$ cat config.mk
export PLATFORM = sky130hd
export DESIGN_NAME = alu_shift_wb_queue
export DESIGN_NICKNAME = d
export VERILOG_FILES = /design/src/rtl/alu_shift_wb_queue.sv
export SDC_FILE = /design/constraint.sdc
export NUM_CORES = 1
export LEC_CHECK = 0
export BUFFER_PORTS_ARGS = -buffer_cell sky130_fd_sc_hd__buf_2
export CORE_UTILIZATION = 52
export CTS_CLUSTER_DIAMETER = 50
export DETAILED_ROUTE_END_ITERATION = 8
export PLACE_DENSITY = 0.81
export SLEW_MARGIN = 20
export SYNTH_ARGS = -nofsm -noshare
export SYNTH_HDL_FRONTEND = slang
export SYNTH_SLANG_ARGS = --single-unit
$ cat constraint.sdc
create_clock -name clk -period 3.45 [get_ports clk]
set_input_delay 0.69 -clock clk [delete_from_list [all_inputs] [get_ports clk]]
set_output_delay 0.69 -clock clk [all_outputs]
set_load 0.1 [all_outputs]
$ cat src/rtl/alu_shift_wb_queue.sv
// Writeback skid queue behind the shift ALU: a circular buffer of shift results
// with per-thread kill on exception, auto-drain of killed slots and head parity check.
module alu_shift_wb_queue #(
   parameter  int DEPTH     = 4,
   parameter  int REG_WIDTH = 5,
   localparam int PTR_W     = $clog2(DEPTH)
) (
   input  logic                 clk,
   input  logic                 rst,
   input  logic                 except,
   input  logic                 except_thread,
   input  logic                 in_vld,
   output logic                 in_rdy,
   input  logic [65:0]          in_res,
   input  logic [5:0]           in_flags,
   input  logic [REG_WIDTH-1:0] in_tag,
   input  logic                 in_thread,
   output logic                 out_vld,
   input  logic                 out_rdy,
   output logic [65:0]          out_res,
   output logic [5:0]           out_flags,
   output logic [REG_WIDTH-1:0] out_tag,
   output logic                 out_thread,
   output logic                 out_perr,
   output logic [PTR_W:0]       count
);

   // Handshake: a transfer happens on a posedge where valid and ready are both
   // high; in_rdy depends on count only, out_vld never depends on out_rdy.

   localparam logic [PTR_W:0]   CNT_FULL = (PTR_W+1)'(DEPTH);
   localparam logic [PTR_W:0]   CNT_ONE  = (PTR_W+1)'(1);
   localparam logic [PTR_W-1:0] PTR_ONE  = PTR_W'(1);

   logic [PTR_W-1:0]     head_q, head_d;
   logic [PTR_W-1:0]     tail_q, tail_d;
   logic [PTR_W:0]       count_q, count_d;
   logic [DEPTH-1:0]     live_q, live_d;

   logic [65:0]          res_q    [DEPTH];
   logic [5:0]           flags_q  [DEPTH];
   logic [REG_WIDTH-1:0] tag_q    [DEPTH];
   logic [DEPTH-1:0]     thread_q;

   logic nonempty, head_live, push, pop, drain, retire, flush_in;

   always_comb begin
      nonempty  = (count_q != '0);
      head_live = live_q[head_q];
      in_rdy    = (count_q != CNT_FULL);
      // Same-thread pushes racing a flush belong to the squashed path.
      flush_in  = except & (in_thread == except_thread);
      push      = in_vld & in_rdy & ~flush_in;
      out_vld   = head_live & nonempty;
      pop       = out_vld & out_rdy;
      drain     = nonempty & ~head_live;
      retire    = pop | drain;
   end

   always_comb begin
      head_d  = retire ? head_q + PTR_ONE : head_q;
      tail_d  = push   ? tail_q + PTR_ONE : tail_q;
      count_d = count_q;
      unique case ({push, retire})
         2'b10:   count_d = count_q + CNT_ONE;
         2'b01:   count_d = count_q - CNT_ONE;
         default: count_d = count_q;
      endcase
   end

   // Order matters: retire clear, then flush kill, then the fresh push sets live.
   always_comb begin
      live_d = live_q;
      if (retire) live_d[head_q] = 1'b0;
      if (except) begin
         for (int i = 0; i < DEPTH; i++) begin
            if (thread_q[i] == except_thread) live_d[i] = 1'b0;
         end
      end
      if (push) live_d[tail_q] = 1'b1;
   end

   always_ff @(posedge clk) begin
      if (!rst) begin
         head_q  <= '0;
         tail_q  <= '0;
         count_q <= '0;
         live_q  <= '0;
      end else begin
         head_q  <= head_d;
         tail_q  <= tail_d;
         count_q <= count_d;
         live_q  <= live_d;
      end
   end

   always_ff @(posedge clk) begin
      if (push) begin
         res_q[tail_q]    <= in_res;
         flags_q[tail_q]  <= in_flags;
         tag_q[tail_q]    <= in_tag;
         thread_q[tail_q] <= in_thread;
      end
   end

   always_comb begin
      out_res    = res_q[head_q];
      out_flags  = flags_q[head_q];
      out_tag    = tag_q[head_q];
      out_thread = thread_q[head_q];
      out_perr   = out_vld & ((^out_res[64:0]) != out_res[65]);
      count      = count_q;
   end

endmodule

==> run_results.csv <==
group,metric,value,unit
drt,vias,6110,
timing,rsz0062_at_grt,"yes",
drt,drtIter0Drc,404,
placement,io_buffers,167,
timing,finClkSkew,0.0159,ns
worst_setup_path,crit_chain,"buf_12 > mux4_2 > xor2_2 > xnor2_2 > xnor2_2 > xnor2_2 > xnor3_1 > xnor2_2 > and2_4 > buf_12",
drt,routedWlPerCell,21.1,µm
worst_setup_path,cp_slowest_stage_delay,0.57,ns
logic_synthesis,yosysSeqAreaShare,75.7,%
logic_synthesis,syn-num-nets,651,
finish,multi_input_comb_area,3030,µm²
logic_synthesis,synth_most_common_cell,"edfxtp_1",
worst_setup_path,critPathRequiredTime,2.76,ns
timing,relSlewSlack,54.3,%
logic_synthesis,netlist_area,12700,µm²
timing,worst_slew_pin_slew,0.686,ns
worst_setup_path,cp-start-kind,"flip-flop",
finish,fill_cells,1557,
grt,grt_max_degree,32,
worst_setup_path,cp_max_fo,16,
logic_synthesis,ys_ff_latch,325,
grt,grt_pass1_wl,36.5,mm
logic_synthesis,synth_cell_types,29,
drt,viasPerCell,5.38,
placement,place.gp.congestion,0.739,
finish,final_core_util,65.8,%
drt,remaining_drc_errors,0,
worst_setup_path,path_depth,10,
timing,setup_viol,1,
worst_setup_path,path_buf_inv,2,
hold_path,hold_depth,1,
floorplan,io_pins,168,
logic_synthesis,async_flop_share,0,%
floorplan,die_area,25100,µm²
grt,grt_overflow_total,0,
clock_tree,ctsHoldBuffers,0,
clock_tree,clockBufferDepth,3,
drt,ant_nets,0,
finish,area_delta_synth_final,22.8,%
floorplan,chipHeight,158,µm
logic_synthesis,avgSynthCellArea,22.8,µm²
hold_path,hold_path_class,"in -> reg",
clock_tree,cts_tree,"yes",
floorplan,die_x,158,µm
logic_synthesis,synth_top_area_share,73.7,%
timing,clock.fmax,243,MHz
finish,seq_area,9640,µm²
worst_setup_path,crit_top_cell,"xnor2_2",
grt,grt_use_total,19.8,%
floorplan,core,23800,µm²
clock_tree,cts_root_buffer,"clkbuf_16",
finish,drive_gt1_share,46.9,%
grt,antenna_found_initial,4,
worst_setup_path,crit_path_end_kind,"output port",
worst_setup_path,crit_family,"XOR/XNOR gates",
clock_tree,h-tree-depth,2,
worst_setup_path,worstSetupPathType,"reg -> out",
logic_synthesis,synth_area_leaders,"edfxtp_1, mux4_2, xnor2_1, dfxtp_1, mux4_1",
drt,dr.pass1.iters,4,
logic_synthesis,yosys_warnings,0,
logic_synthesis,synth_area_leader_cell,"edfxtp_1",
logic_synthesis,yosys-top-cells-count,"edfxtp_1, mux4_2, xnor2_1",
run,drv_cap,0,
timing,finalSetupTns,-0.658,ns
clock_tree,clkSlewWorstSetupHoldPaths,0.06,ns
logic_synthesis,yosys_most_used_dff,"edfxtp_1",
placement,dp_hpwl,15.8,mm
clock_tree,numCtsBuffers,35,
worst_setup_path,crit_arrival,3.42,ns
timing,period_share,119,%
floorplan,start_util,53.6,%
finish,nNetsFinal,886,
run_status,status,"finished with violations",
timing,fin_crit,4.11,ns
logic_synthesis,synthCells,557,
clock_tree,clk_latency,0.50,ns
worst_setup_path,r2r_cells,9,
timing,slew_viol_final,0,
drt,drt-total-wl,24.0,mm
floorplan,rows,56,
worst_setup_path,slowest_stage,"mux4_2",
timing,finalHoldViolCount,0,
logic_synthesis,synth_edf_count,312,
timing,hold_ws,0.404,ns
clock_tree,cts_sinks,325,
timing,setup_slack,-0.658,ns
run_status,failed_checks,"setup timing",
grt,grt_pass1_vias,6604,
-- flip-flops by register name, summed over array words and instances (netlist names), named ones only --
register,flops
tail_q,2
res_q,264
flags_q,24
count,3
live_q,4
thread_q,4
head_q,2
tag_q,20
-- placed cells by master, fill, tap and decap left out, drive strengths merged --
master | Yosys | layout
a21oi | 7 | 7
xnor3 | 1 | 1
clkinv | 0 | 10
mux2i | 1 | 1
o21ai | 2 | 2
fa | 1 | 1
xnor2 | 65 | 65
ha | 9 | 9
clkbuf | 3 | 46
dfxtp | 13 | 13
nor3 | 1 | 1
mux4 | 79 | 79
nor2b | 3 | 3
xor2 | 7 | 7
or3 | 1 | 1
buf | 16 | 216
inv | 9 | 11
nor2 | 1 | 1
o21a | 4 | 4
clkinvlp | 0 | 3
edfxtp | 312 | 312
a21boi | 1 | 1
nand3 | 1 | 1
diode | 0 | 2
and2 | 10 | 10
nand2 | 10 | 10
-- worst reg2reg max path: cells and delay by family, from the launching register on --
| family | cells | cell delay, ns |
|---|---|---|
| adder cells (fa/ha/maj) | 2 | 0.56 |
| multiplexers | 1 | 0.56 |
| XOR/XNOR | 1 | 0.17 |
| AND/OR/NAND/NOR | 1 | 0.32 |
| buffers and inverters | 2 | 0.24 |
| AO/OA/AOI/OAI | 2 | 0.32 |
| flip-flops | 1 | 0.46 |
-- stage by stage --
| step | setup WS [ns] | instance area (µm²) | std cells |
|---|---|---|---|
| 2_1_floorplan | -0.244 | 12700 | 557 |
| 3_3_place_gp | -0.396 | 14400 | 1072 |
| 3_5_place_dp | -0.319 | 14400 | 1072 |
| 4_1_cts | -0.780 | 15500 | 1132 |
| 5_1_grt | -0.833 | 15600 | 1135 |
| 6_report | -0.658 | 15600 | 1136 |
-- cells by family (layout without fill, tap and decap cells) --
| logic type | after synthesis | after routing | synth area share [%] |
|---|---|---|---|
| flip-flops | 325 | 325 | 75.7 |
| multiplexers | 80 | 80 | 14.2 |
| XOR/XNOR | 73 | 73 | 5.61 |
| buffers and inverters | 28 | 286 | 1.67 |
| AND/OR/NAND/NOR | 27 | 27 | 1.09 |
| AO/OA/AOI/OAI | 14 | 14 | 0.649 |
| adder cells (fa/ha/maj) | 10 | 10 | 1.04 |
| other | 0 | 2 | 0 |
-- layer usage --
| layer | track usage (%) | part of all wire, % | vias to the layer above |
|---|---|---|---|
| li1 | - | - | 2746 |
| met2 | 33.8 | 51 | 199 |
| met5 | 0 | 0.054 | - |
| met3 | 4.55 | 6.6 | 41 |
| met4 | 6.27 | 2.5 | 2 |
| met1 | 25.1 | 39 | 3122 |
-- what timing repair did --
item,in CTS,in global routing
cloned,0,1
gates resized for setup,8,14
setup endpoints to repair,1,1
pin swaps,1,10
buffers inserted,0,1
-- worst paths after layout --
path | start | endpoint | slack, ns
min reg2reg | count[2] | count[2] | 0.55
min | in_res[61] | res_q[1][61] | 0.40
max reg2reg | head_q[0] | count[2] | 0.74
max | flip-flop | out_perr | -0.66
-- cell type report --
class / count / area share (%)
sequential: 325 / 61.7
clock buffer: 45 / 6.18
antenna: 2 / 0.0320
inverter: 9 / 0.216
tap: 319 / 2.56
clock inverter: 15 / 0.561
timing repair buffer: 217 / 9.34
multi-input combinational: 204 / 19.4
Power is left out: the tool's default activity adds up to more than one toggle a clock period on the data nets, which glitch-free logic cannot reach.
